--- src/rtl/blink_pattern_decoder.sv ---
// Receive-side decoder for a slot-serial blink signal: recovers slot phase from
// input transitions, captures one bit per slot and declares lock on repeated frames.
module blink_pattern_decoder #(
    parameter int MESSAGE_WIDTH = 32,
    parameter int INDEX_WIDTH   = 5,
    parameter int SLOT_WIDTH    = 21
) (
    input  logic                     CLK,
    input  logic                     RST,
    input  logic                     LED_IN,
    output logic [MESSAGE_WIDTH-1:0] pattern,
    output logic                     pattern_valid,
    output logic                     locked,
    output logic [INDEX_WIDTH-1:0]   slot_index,
    output logic                     frame_done,
    output logic                     mismatch
);

    typedef enum logic [1:0] {
        HUNT,
        CAPTURE,
        VERIFY
    } state_t;

    localparam logic [SLOT_WIDTH-1:0]  HALF_SLOT = {1'b1, {(SLOT_WIDTH-1){1'b0}}};
    localparam logic [INDEX_WIDTH-1:0] LAST_SLOT = INDEX_WIDTH'(MESSAGE_WIDTH - 1);

    state_t                   state_q;
    logic                     meta_q;
    logic                     s_q;
    logic                     s_prev_q;
    logic [SLOT_WIDTH-1:0]    phase_q;
    logic [MESSAGE_WIDTH-1:0] capture_q;
    logic [MESSAGE_WIDTH-1:0] capture_d;
    logic [MESSAGE_WIDTH-1:0] pattern_q;
    logic [INDEX_WIDTH-1:0]   slot_q;
    logic                     valid_q;
    logic                     locked_q;
    logic                     done_q;
    logic                     mismatch_q;

    logic edge_w;
    logic strobe_w;
    logic wrap_w;
    logic last_slot_w;

    always_comb begin
        edge_w      = s_q ^ s_prev_q;
        strobe_w    = (phase_q == HALF_SLOT) && !edge_w;
        wrap_w      = (phase_q == '1) && !edge_w;
        last_slot_w = (slot_q == LAST_SLOT);
        // Frame word including the bit being sampled this cycle.
        capture_d         = capture_q;
        capture_d[slot_q] = s_q;
    end

    always_ff @(posedge CLK or posedge RST) begin
        if (RST) begin
            state_q    <= HUNT;
            meta_q     <= 1'b0;
            s_q        <= 1'b0;
            s_prev_q   <= 1'b0;
            phase_q    <= '0;
            capture_q  <= '0;
            pattern_q  <= '0;
            slot_q     <= '0;
            valid_q    <= 1'b0;
            locked_q   <= 1'b0;
            done_q     <= 1'b0;
            mismatch_q <= 1'b0;
        end else begin
            meta_q     <= LED_IN;
            s_q        <= meta_q;
            s_prev_q   <= s_q;
            phase_q    <= edge_w ? '0 : phase_q + SLOT_WIDTH'(1);
            done_q     <= 1'b0;
            mismatch_q <= 1'b0;

            case (state_q)
                HUNT: begin
                    // slot_q doubles as the idle-slot counter until the first frame starts.
                    if (edge_w) begin
                        state_q <= CAPTURE;
                        slot_q  <= '0;
                    end else if (wrap_w) begin
                        if (last_slot_w) begin
                            state_q <= CAPTURE;
                            slot_q  <= '0;
                        end else begin
                            slot_q <= slot_q + INDEX_WIDTH'(1);
                        end
                    end
                end
                default: begin
                    if (strobe_w) begin
                        capture_q <= capture_d;
                        if (last_slot_w) begin
                            slot_q <= '0;
                            done_q <= 1'b1;
                            if (state_q == CAPTURE) begin
                                pattern_q <= capture_d;
                                valid_q   <= 1'b1;
                                state_q   <= VERIFY;
                            end else if (capture_d == pattern_q) begin
                                locked_q <= 1'b1;
                            end else begin
                                locked_q   <= 1'b0;
                                mismatch_q <= 1'b1;
                                pattern_q  <= capture_d;
                            end
                        end else begin
                            slot_q <= slot_q + INDEX_WIDTH'(1);
                        end
                    end
                end
            endcase
        end
    end

    assign pattern       = pattern_q;
    assign pattern_valid = valid_q;
    assign locked        = locked_q;
    assign slot_index    = slot_q;
    assign frame_done    = done_q;
    assign mismatch      = mismatch_q;

endmodule

--- config.mk ---
export PLATFORM = sky130hd
export DESIGN_NAME = blink_pattern_decoder
export DESIGN_NICKNAME = d
export VERILOG_FILES = /design/src/rtl/blink_pattern_decoder.sv
export SDC_FILE = /design/constraint.sdc
export NUM_CORES = 1
export LEC_CHECK = 0
export BUFFER_PORTS_ARGS = -buffer_cell sky130_fd_sc_hd__buf_2
export CAP_MARGIN = 0
export CELL_PAD_IN_SITES_DETAIL_PLACEMENT = 1
export CELL_PAD_IN_SITES_GLOBAL_PLACEMENT = 2
export CORE_MARGIN = 2
export CORE_UTILIZATION = 30
export DETAILED_ROUTE_END_ITERATION = 6
export PLACE_DENSITY = 0.65
export SLEW_MARGIN = 20
export SYNTH_ARGS = -nofsm -noshare
export SYNTH_HDL_FRONTEND = slang
export SYNTH_SLANG_ARGS = --single-unit
--- constraint.sdc ---
create_clock -name CLK -period 8.1 [get_ports CLK]
set_input_delay 0 -clock CLK [delete_from_list [all_inputs] [get_ports CLK]]
set_output_delay 0 -clock CLK [all_outputs]
set_load 0.05 [all_outputs]
Yosys cells after proc, flatten, opt, wreduce, memory -nomap -nowiden
Index checks and enable logic that the tools add are counted.
{"block": "totals", "reg_bits": 99, "latch_bits": 0, "ram_bits": 0, "rom_bits": 0, "inputBits": 3, "out_inout_bits": 41, "elab_cells": 68, "mem_count": 0}
{"block": "op_classes", "n_addsub": 2, "mul": 0, "div": 0, "magnitude_cmp": 2, "n_eq_ne": 7, "shifts": 0, "muxes": 27, "bitwise": 3, "n_reduce_logical": 15}
{"cell": "two-way mux 32 bit", "count": 2}
{"cell": "== test 21 bit, second input constant", "count": 2}
{"cell": "bitwise mux 32 bit", "count": 1}
{"cell": "== test 32 bit", "count": 1}
{"cell": "two-way mux 5 bit", "count": 5}
{"cell": "adder 21 x 1 -> 21 bit, second input constant", "count": 1}
{"cell": "two-way mux 21 bit", "count": 1}
{"cell": "two-way mux 2 bit", "count": 7}
{"cell": "AND reduction 4 bit", "count": 3}
{"cell": "two-way mux 1 bit", "count": 10}
{"cell": "nonzero test 2 bit", "count": 4}
{"cell": "< comparator 5 x 6 -> 1 bit, second input constant", "count": 1}
{"cell": "adder 5 x 1 -> 5 bit, second input constant", "count": 1}
{"cell": "demux 1 bit (select 5 bit)", "count": 1}
{"cell": "== test 5 bit, second input constant", "count": 1}
{"cell": "greater-or-equal comparator 5 x 1 -> 1 bit, second input constant", "count": 1}
{"cell": "AND reduction 5 bit", "count": 1}
{"cell": "AND reduction 2 bit", "count": 2}
{"cell": "logical AND 1 bit", "count": 3}
{"cell": "!= test 3 bit, second input constant", "count": 1}
{"cell": "== test 2 x 1 -> 1 bit, second input constant", "count": 1}
{"cell": "zero test 2 bit", "count": 1}
{"cell": "!= test 2 bit, second input constant", "count": 1}
{"cell": "NOT 1 bit", "count": 2}
{"cell": "other kinds (2)", "count": 2}

Logic depth before layout (Yosys ltp)
Gate-level depths: netlist (run 1).
{"block": "depth", "ltp_word": 11, "depth_mapped": 13, "depth_no_buf": 9}

Worst setup path after synthesis (run 1)
Ideal clock, no wire load.
{"block": "synth_timing", "path_kind": "reg-to-reg", "startpoint": "register slot_q[0] (netlist: slot_index[0])", "endpoint": "register pattern_q[0] (netlist: pattern[0])", "setup_ns": 0.125, "t_arrival_ns": 3.715, "required_ns": 7.975, "path_slack_ns": 4.259, "path_stages_with_launch": 11, "path_buffers": 2, "synth_period_minus_slack_ns": 3.841, "path_cell_list": "dfrtp_1 ha_1 nor4bb_1 mux2i_1 o22ai_1 or4_1 or4_4 o31a_1 buf_2 buf_6 mux2_4"}
{"block": "synth_between", "elab_chain_len": 8, "word_cells_on_any_way": 12, "cone_classes": "order compare: 2; eq/ne: 3; mux: 5; reduce/logical: 2"}
{"item": "from (decl)", "line": "36", "rtl": "logic [INDEX_WIDTH-1:0] slot_q;"}
{"item": "from (signal assigned)", "line": "90", "rtl": "slot_q <= slot_q + INDEX_WIDTH'(1);"}
{"item": "from (signal assigned)", "line": "112", "rtl": "slot_q <= slot_q + INDEX_WIDTH'(1);"}
{"item": "< comparator 5 x 6 -> 1 bit (implied by the code) or greater-or-equal comparator 5 x 1 -> 1 bit (tied branches)", "line": "54", "rtl": "capture_d[slot_q] = s_q;"}
{"item": "logical AND 1 bit (implied by the code)", "line": "54"}
{"item": "two-way mux 1 bit (implied by the code)", "line": "54"}
{"item": "demux 1 bit (select 5 bit)", "line": "54"}
{"item": "bitwise mux 32 bit", "line": "54"}
{"item": "== test 32 bit", "line": "104", "rtl": "end else if (capture_d == pattern_q) begin"}
{"item": "!= test 2 bit (no line)"}
{"item": "AND reduction 4 bit (no line)"}
{"item": "to (signal assigned)", "line": "101", "rtl": "pattern_q <= capture_d;"}
{"item": "to (signal assigned)", "line": "109", "rtl": "pattern_q <= capture_d;"}
{"item": "to (decl)", "line": "35", "rtl": "logic [MESSAGE_WIDTH-1:0] pattern_q;"}
Parallel ways exist; a longest one is shown, timed or not. The select of a mux whose other input is x is not followed.
A chain may end at the register's enable or synchronous reset.

Worst setup path in the final report (run 1)
{"block": "layout_timing", "startpoint": "register slot_q[0] (netlist: slot_index[0])", "endpoint": "register pattern_q[2] (netlist: pattern[2])"}
The elaborated chain is that of the path after synthesis.

==> results of run 1 <==
-- cell usage in the layout (no fill, tap or decap), types with 9 or more instances in the layout --
cell | synthesis | final
mux2i_1 | 42 | 42
o21ai_0 | 13 | 12
mux2_2 | 39 | 39
xor2_1 | 20 | 19
nand3_1 | 15 | 15
inv_1 | 36 | 35
xnor2_1 | 22 | 22
nand4b_1 | 11 | 11
nor2b_1 | 9 | 9
nand2b_1 | 11 | 11
nor2_1 | 42 | 42
a21oi_1 | 9 | 9
mux2_4 | 10 | 10
clkbuf_16 | 0 | 9
nand2_1 | 49 | 49
buf_2 | 12 | 43
dfrtp_1 | 99 | 98
nand4_1 | 11 | 11
-- logic make-up after synthesis --
| kind of cell | share of synthesized area (%) |
|---|---|
| adder cells (fa/ha/maj) | 1.48 |
| buffers and inverters | 5.28 |
| XOR/XNOR | 6.23 |
| AND/OR/NAND/NOR | 20.4 |
| multiplexers | 17.1 |
| flip-flops | 42.0 |
| AO/OA/AOI/OAI | 7.53 |
-- per-stage QoR --
stage	total power [mW]	util, %	hold WS (ns)	worst slack (ns)	area [um^2]
floorplan	0.663	-	0.0314	4.26	5900
global placement	0.717	32.7	0.111	3.90	6350
detailed placement	0.724	32.7	0.111	3.70	6350
CTS	1.20	34.4	0.268	3.69	6680
global route	1.23	34.4	0.289	3.49	6680
finish	1.17	34.4	0.261	3.67	6680
-- report_power, final --
part	internal, mW	switching, mW
clock network	0.264	0.198
registers	0.503	0.0165
logic	0.0619	0.130
-- timing repair --
| item | CTS | global route |
|---|---|---|
| setup buffers | 0 | 0 |
| hold buffers | 2 | 0 |
| endpoints found under the hold margin | 42 | 0 |
-- metal layers --
metal  track usage, %  vias up  wire, um
li1                 -     2111         -
met1             23.7     2317      8330
met2             28.8       75      8230
met3             2.25       16       446
met4             5.26        0       249
met5                0        -         0
-- flip-flops by register name (all words and copies together) (netlist names), 2 cells and up --
| name | flops |
|---|---|
| capture_q | 32 |
| phase_q | 21 |
| slot_index | 5 |
| state_q | 2 |
| pattern | 32 |
-- cell type report --
cell class	instances	share of cell area, %
Clock buffer	12	3.99
Timing Repair Buffer	52	4.31
Sequential cell	99	37.1
Tap cell	265	4.96
Clock inverter	3	0.693
Inverter	36	2.06
Multi-Input combinational cell	410	46.9
-- worst reg2reg max path, stage by stage (launching register included) --
cell	delay [ns]
dfrtp_1	0.48
ha_1	0.49
nor4bb_1	0.71
mux2i_1	0.31
o22ai_1	0.12
or4_1	0.51
or4_4	0.55
o31a_2	0.46
buf_4	0.34
mux2_4	0.35
-- final timing paths --
check                                             to                      start  cells after the start  slack (ns)
hold reg to reg                        s_q$_DFF_PP0_           meta_q$_DFF_PP0_                      0        0.35
setup reg to reg              pattern[2]$_DFFE_PP0P_  slot_index[0]$_DFFE_PP0P_                      9        3.67
setup / recovery              pattern[2]$_DFFE_PP0P_  slot_index[0]$_DFFE_PP0P_                      9        3.67
min in group CLK                    meta_q$_DFF_PP0_                     LED_IN                      2        0.28
max in group asynchronous              s_q$_DFF_PP0_                        RST                      4        6.61
hold / removal             capture_q[15]$_DFFE_PP0P_                        RST                      3        0.26
==> results.toml, run 1 <==
[routing]
ant_nets = 0
wl_um = 17300
vias_per_cell = 5.15
vias = 4519
first_pass_iters = 4
drt-initial-drc-count = 199
post-route-drc-count = 0
wl_per_cell_um = 19.7

[die]
ios = 44
start_util_pct = 30.4
fp-row-count = 51
die_x_um = 144
die_area_um2 = 20800
die_y_um = 144
coreArea_um2 = 19400

[final_layout]
synthToLayoutAreaGrowth_pct = 13.2
fin_cells = 877
multi_input_area_um2 = 3130
seq_area_um2 = 2480
fillCellCount = 2238
drive_above_1_share_pct = 21.4
diodes = 0
nets = 618

[clock_network]
numCtsBuffers = 9
insertion_delay_ns = 0.36
clock-root-buffer = "clkbuf_16"
cts.sinks = 99
cts_resized = 0
clk_pin_slew_ns = 0.07
cts_tree = "yes"
clk_path_buf_depth = 2
h-tree-depth = 3

[yosys]
syn_nets = 593
async_flop_share_pct = 100
synth.yosys.seq_area_share_pct = 42.0
synth_ff_type = "dfrtp_1"
synth_edf_count = 0
synth_cells = 583
syn-cell-area_um2 = 5900
yosysTopAreaCell = "dfrtp_1"
yosysUniqueCellTypes = 62
synth_area_leaders = "dfrtp_1 42%, mux2_2 7.4%, mux2i_1 7.1%"
post_synth.cell_area_avg_um2 = 10.1
yosys_warnings = 0
synth_common_cells = "99 x dfrtp_1, 49 x nand2_1, 42 x mux2i_1, 42 x nor2_1, 39 x mux2_2"
synth_top_area_share_pct = 42.0
synth_most_common_cell = "dfrtp_1"
ys_ff_latch = 99

[grt]
grt_max_degree = 63
first_global_vias = 4842
grt_pass1_wl_um = 27400
antenna_found_initial = 0
grt_use_total_pct = 17.4
grt_overflow_total = 0

[placed_design]
dp_cells = 860
gp_congestion = 0.759
dp_hpwl_um = 11900
port_buffers = 43

[sta]
max_freq_ghz = 0.226
tightest_slew_ns = 0.973
skew_ns = 0.0117
rsz0062_at_grt = "false"
slew_viol_final = 0
finalSetupViolations = 0
min_period_over_period_pct = 54.7
period_minus_slack_ns = 4.43
hold_viol_final = 0
setup_tns_ns = 0
maxSlewHeadroom_pct = 35.1

[pwr]
p_leak_nw = 2.93
ir_drop_v = 0.0000825
power-per-cell-area_nw_per_um2 = 176

[worst_setup_path]
crit_family = "simple AND/OR/NAND/NOR gates"
slowest_stage = "nor4bb_1"
end_kind = "flip-flop"
path_cells = "ha_1 -> nor4bb_1 -> mux2i_1 -> o22ai_1 -> or4_1 -> or4_4 -> o31a_2 -> buf_4 -> mux2_4"
cp.buffers_inverters = 1
path_class = "flip-flop to flip-flop"
cp_max_fo = 23
cp-start-kind = "flip-flop"
worstPathRequired_ns = 8.34
arrival_ns = 4.67
critical_path.max_stage_delay_ns = 0.71

[job]
maxCapViolCount = 0

[hold_path]
hold_class = "input pin to asynchronous set/reset pin"

[status]
outcome = "complete, no violations"
(Power assumes the default switching activity.)
==> inputs of run 2 (changes only) <==
Settings changed: ABC_AREA set to 1, PLACE_DENSITY 0.65 to 0.75.
Clock period 8.1 ns to 3.7 ns, I/O delays scaled along.
==> results.toml, run 2 <==
[status]
outcome = "complete, no violations"

[die]
coreArea_um2 = 18900
die_x_um = 143
ios = 44
fp-row-count = 50
start_util_pct = 30.9
die_y_um = 143
die_area_um2 = 20600

[clock_network]
clk_pin_slew_ns = 0.08
clock-root-buffer = "clkbuf_16"
clk_path_buf_depth = 2
cts.sinks = 99
numCtsBuffers = 9
post_cts.repair.setup_buffers = 0
insertion_delay_ns = 0.36
cts_tree = "yes"
h-tree-depth = 3

[pwr]
power_mw = 3.02
power-per-cell-area_nw_per_um2 = 455
ir_drop_v = 0.000380
p_leak_nw = 3.50

[yosys]
synth_ff_type = "dfrtp_1"
synth_area_leaders = "dfrtp_1 42%, nand2_1 21%, nand3_1 10%"
synth.yosys.seq_area_share_pct = 42.5
synth_top_area_share_pct = 42.5
synth_common_cells = "320 x nand2_1, 116 x nand3_1, 99 x dfrtp_1"
synth_edf_count = 0
yosys_warnings = 0
post_synth.cell_area_avg_um2 = 6.91
syn_nets = 854
async_flop_share_pct = 100
ys_ff_latch = 99
yosysUniqueCellTypes = 30
yosysTopAreaCell = "dfrtp_1"
synth_most_common_cell = "nand2_1"
syn-cell-area_um2 = 5830
synth_cells = 844

[routing]
ant_nets = 0
wl_per_cell_um = 15.8
post-route-drc-count = 0
vias = 5480
vias_per_cell = 4.78
drt-initial-drc-count = 265
first_pass_iters = 4
wl_um = 18100

[grt]
grt_use_total_pct = 19.1
first_global_vias = 5661
grt_pass1_wl_um = 30600
grt_overflow_total = 0
grt_max_degree = 45
antenna_found_initial = 0

[final_layout]
fillCellCount = 2441
fin_cells = 1146
mostFrequentLayoutCell = "nand2_1"
nets = 891
drive_above_1_share_pct = 10.0
final_cell_mix = "320 x nand2_1, 116 x nand3_1, 99 x dfrtp_1"
diodes = 0
synthToLayoutAreaGrowth_pct = 13.8

[sta]
maxSlewHeadroom_pct = 49.8
worst_slack_ns = 0.707
period_minus_slack_ns = 2.99
slew_viol_final = 0
tightest_slew_ns = 0.752
hold_viol_final = 0
finalSetupViolations = 0
skew_ns = 0.0129
setup_tns_ns = 0
rsz0062_at_grt = "false"
holdWs_ns = 0.245
min_period_over_period_pct = 80.9
max_freq_ghz = 0.334

[worst_setup_path]
cp.buffers_inverters = 1
worstPathRequired_ns = 3.99
end_kind = "flip-flop"
slowest_stage = "ha_1"
crit_family = "simple AND/OR/NAND/NOR gates"
path_class = "flip-flop to flip-flop"
cp-start-kind = "flip-flop"
arrival_ns = 3.29
critical_path.max_stage_delay_ns = 0.65
path_cells = "inv_1 -> ha_1 -> nand3_1 -> nand2_1 -> nand2_1 -> nand2_1 -> nand2_1 -> nor2_1 -> nand2_1 -> nor2_1 -> nand3_2 -> nand2_4 -> nand2_1 -> nand2_1"
crit_top_cell = "nand2_1"
cp_max_fo = 32

[job]
maxCapViolCount = 0

[placed_design]
gp_congestion = 0.765
pre_cts_ws_ns = 0.654
port_buffers = 43
dp_cells = 1128
dp_hpwl_um = 12700

[hold_path]
hold_class = "input pin to asynchronous set/reset pin"
run 2: cell types whose count changed after synthesis, moves of 18 or more:
cell / change
nand3_1: +101
inv_1: +61
o21ai_0: +19
nand2_1: +271
xnor2_1: -21
mux2_2: -39
xor2_1: -18
mux2i_1: -42
run 2: power by group:
group / internal, mW / leakage [nW] / switching (mW) / total [mW]
Clock: 0.510 / 0.148 / 0.437 / 0.948
Combinational: 0.208 / 1.98 / 0.700 / 0.908
Sequential: 1.12 / 1.36 / 0.0381 / 1.16
Total: 1.84 / 3.50 / 1.18 / 3.02
run 2: stage by stage:
step / instance area [um^2] / util (%)
6_report: 6630 / 35.1
5_1_grt: 6630 / 35.1
3_5_place_dp: 6320 / 33.5
4_1_cts: 6630 / 35.1
2_1_floorplan: 5830 / -
3_3_place_gp: 6320 / 33.5
run 2: final timing paths:
| path | start | endpoint | slack, ns | cells after the start |
|---|---|---|---|---|
| worst max-delay path | slot_index[1]$_DFFE_PP0P_ | pattern[15]$_DFFE_PP0P_ | 0.71 | 14 |
| worst min register to register | meta_q$_DFF_PP0_ | s_q$_DFF_PP0_ | 0.37 | 0 |
| worst min-delay path | RST | phase_q[4]$_DFF_PP0_ | 0.24 | 3 |
| max in group asynchronous | RST | capture_q[11]$_DFFE_PP0P_ | 2.59 | 4 |
| min in group CLK | LED_IN | meta_q$_DFF_PP0_ | 0.29 | 2 |
| worst max register to register | slot_index[1]$_DFFE_PP0P_ | pattern[15]$_DFFE_PP0P_ | 0.71 | 14 |
run 2: cell families after synthesis:
logic type	synth area share, %
XOR/XNOR	0.730
adder cells (fa/ha/maj)	1.50
AO/OA/AOI/OAI	4.93
flip-flops	42.5
buffers and inverters	9.53
AND/OR/NAND/NOR	40.8
run 2: area by class of cell:
class                           instances  area (um^2)  area share [%]
Multi-Input combinational cell        610         2800            42.3
Sequential cell                        99         2480            37.3
Tap cell                              260          325            4.90
Clock inverter                          4         23.8           0.358
Timing Repair Buffer                   62          363            5.47
Clock buffer                           12          267            4.02
Inverter                               99          374            5.64
run 2: worst register-to-register path, cell delays in order, from the launching register on:
cell     delay [ns]
dfrtp_1        0.44
inv_1          0.14
ha_1           0.65
nand3_1        0.22
nand2_1        0.16
nand2_1        0.06
nand2_1        0.06
nand2_1        0.05
nor2_1         0.13
nand2_1        0.08
nor2_1         0.22
nand3_2        0.14
nand2_4        0.39
nand2_1        0.11
nand2_1        0.08
run 2: what timing repair did:
| item | in CTS | in global routing |
|---|---|---|
| resized for setup | 0 | 0 |
| endpoints found under the hold margin | 43 | 0 |
| hold buffers | 2 | 0 |
| endpoints found under the setup margin | 0 | 0 |
run 2: layer usage:
layer	track usage [%]	wire [um]	vias to the layer above
li1	-	-	2780
met2	30.5	8240	45
met4	4.64	195	0
met5	0	0	-
met3	2.13	307	12
met1	27.5	9340	2643
==> inputs of run 3 (changes only) <==
Settings changed: ABC_AREA 1 to 0, PLACE_DENSITY 0.75 to 0.67.
Clock period 3.7 ns to 2.6 ns, I/O delays scaled along.
==> results.toml, run 3 (synthesis gave the netlist of run 1 again) <==
[die]
ios = 44
die_x_um = 144
coreArea_um2 = 19400
start_util_pct = 30.4
fp-row-count = 51
die_y_um = 144
die_area_um2 = 20800

[pwr]
p_leak_nw = 3.90
clkPwrFrac_pct = 34.4
power_mw = 4.22
ir_drop_v = 0.000306
seqPwrFrac_pct = 38.2
power_frac_comb_pct = 27.4
switching_power_mw = 1.26
power-per-cell-area_nw_per_um2 = 496
switching_share_pct = 29.8
power.internal_mw = 2.96

[sta]
maxSlewHeadroom_pct = 52.5
rsz0062_at_grt = "true"
setup_tns_ns = -22.62
hold_viol_final = 0
period_minus_slack_ns = 3.32
min_period_over_period_pct = 128
tightest_slew_ns = 0.713
max_freq_ghz = 0.301
finalSetupViolations = 36
worst_slack_ns = -0.723
slew_viol_final = 0
skew_ns = 0.00919

[clock_network]
h-tree-depth = 3
clk_path_buf_depth = 2
cts.sinks = 99
cts_tree = "yes"
insertion_delay_ns = 0.35
clock-root-buffer = "clkbuf_16"
clk_pin_slew_ns = 0.07
numCtsBuffers = 9

[final_layout]
nets = 792
mostFrequentLayoutCell = "buf_4"
diodes = 0
final_cell_mix = "154 x buf_4, 93 x dfrtp_1, 49 x nand2_1"
fin_area_um2 = 8510
drive_above_1_share_pct = 43.5
synthToLayoutAreaGrowth_pct = 44.2

[status]
outcome = "finished, violations left"
violations = "setup timing"

[grt]
grt_overflow_total = 0
grt_max_degree = 52
grt_use_total_pct = 19.7
antenna_found_initial = 0
first_global_vias = 5763
grt_pass1_wl_um = 31400

[routing]
first_pass_iters = 4
wl_um = 20100
post-route-drc-count = 0
vias_per_cell = 5.00
drt-initial-drc-count = 226
vias = 5258
wl_per_cell_um = 19.1
ant_nets = 0

[placed_design]
port_buffers = 43
dp_hpwl_um = 14400
gp_congestion = 0.840
place_area_um2 = 7700

[hold_path]
hold_class = "input pin to flip-flop"

[worst_setup_path]
end_kind = "flip-flop"
worstPathRequired_ns = 2.83
reg2reg_slack_ns = -0.72
arrival_ns = 3.56
cp_max_fo = 12
cp-start-kind = "flip-flop"
path_class = "flip-flop to flip-flop"

[job]
maxCapViolCount = 0
-- run 3: critical path, cell delays in order, from the launching register on --
cell	delay [ns]
dfrtp_2	0.45
inv_4	0.09
ha_4	0.21
nor4b_4	0.39
mux2i_2	0.15
o2bb2ai_1	0.14
or4_4	0.54
or4_4	0.45
o31a_4	0.32
buf_12	0.16
mux2_4	0.30
-- run 3: area by class of cell --
cell class / instances / area, um^2
fill: 2210 / 10900
clock inverter: 3 / 45.0
sequential: 99 / 2480
tap: 265 / 332
timing repair buffer: 226 / 1820
inverter: 36 / 140
multi-input combinational: 410 / 3420
clock buffer: 13 / 270
-- run 3: metal layers --
layer  GRT usage [%]  share of wire [%]  up-vias
li1                -                  -     2472
met1            24.6                 43     2666
met2            34.7                 51       90
met3            3.11                3.3       30
met4            6.39                2.2        0
met5               0                  0        -
-- run 3: power groups by stage --
stage          Sequential, mW  Combinational, mW  Clock (mW)
2_1_floorplan            1.70              0.457           0
3_3_place_gp             1.63              0.911           0
3_5_place_dp             1.63              0.942           0
4_1_cts                  1.60               1.09        1.49
5_1_grt                  1.62               1.23        1.55
6_report                 1.61               1.16        1.45
-- run 3: final timing paths --
kind	start	to	cells past startpoint
max	slot_index[1]$_DFFE_PP0P_	pattern[4]$_DFFE_PP0P_	10
min	LED_IN	meta_q$_DFF_PP0_	2
max reg2reg	slot_index[1]$_DFFE_PP0P_	pattern[4]$_DFFE_PP0P_	10
min reg2reg	meta_q$_DFF_PP0_	s_q$_DFF_PP0_	0
max in group asynchronous	RST	capture_q[9]$_DFFE_PP0P_	4
min in group asynchronous	RST	capture_q[7]$_DFFE_PP0P_	3
-- run 3: metrics by stage --
step | util [%] | std cells | setup slack (ns) | hold slack, ns
after floorplan | - | 583 | -0.648 | 0.0314
after global placement | 39.7 | 1009 | -0.936 | 0.114
after detailed placement | 39.7 | 1009 | -0.869 | 0.113
after CTS | 42.6 | 1043 | -0.682 | 0.281
after global routing | 43.9 | 1052 | -0.787 | 0.292
final | 43.9 | 1052 | -0.723 | 0.285
-- run 3: repair_timing --
action                                  in CTS  in global routing
endpoints found under the setup margin      34                 40
hold buffers                                 2                  0
setup buffers                               15                  8
gates resized for setup                     24                 29
endpoints found under the hold margin       49                  0
cloned                                       1                  1
pin swaps                                    9                  7
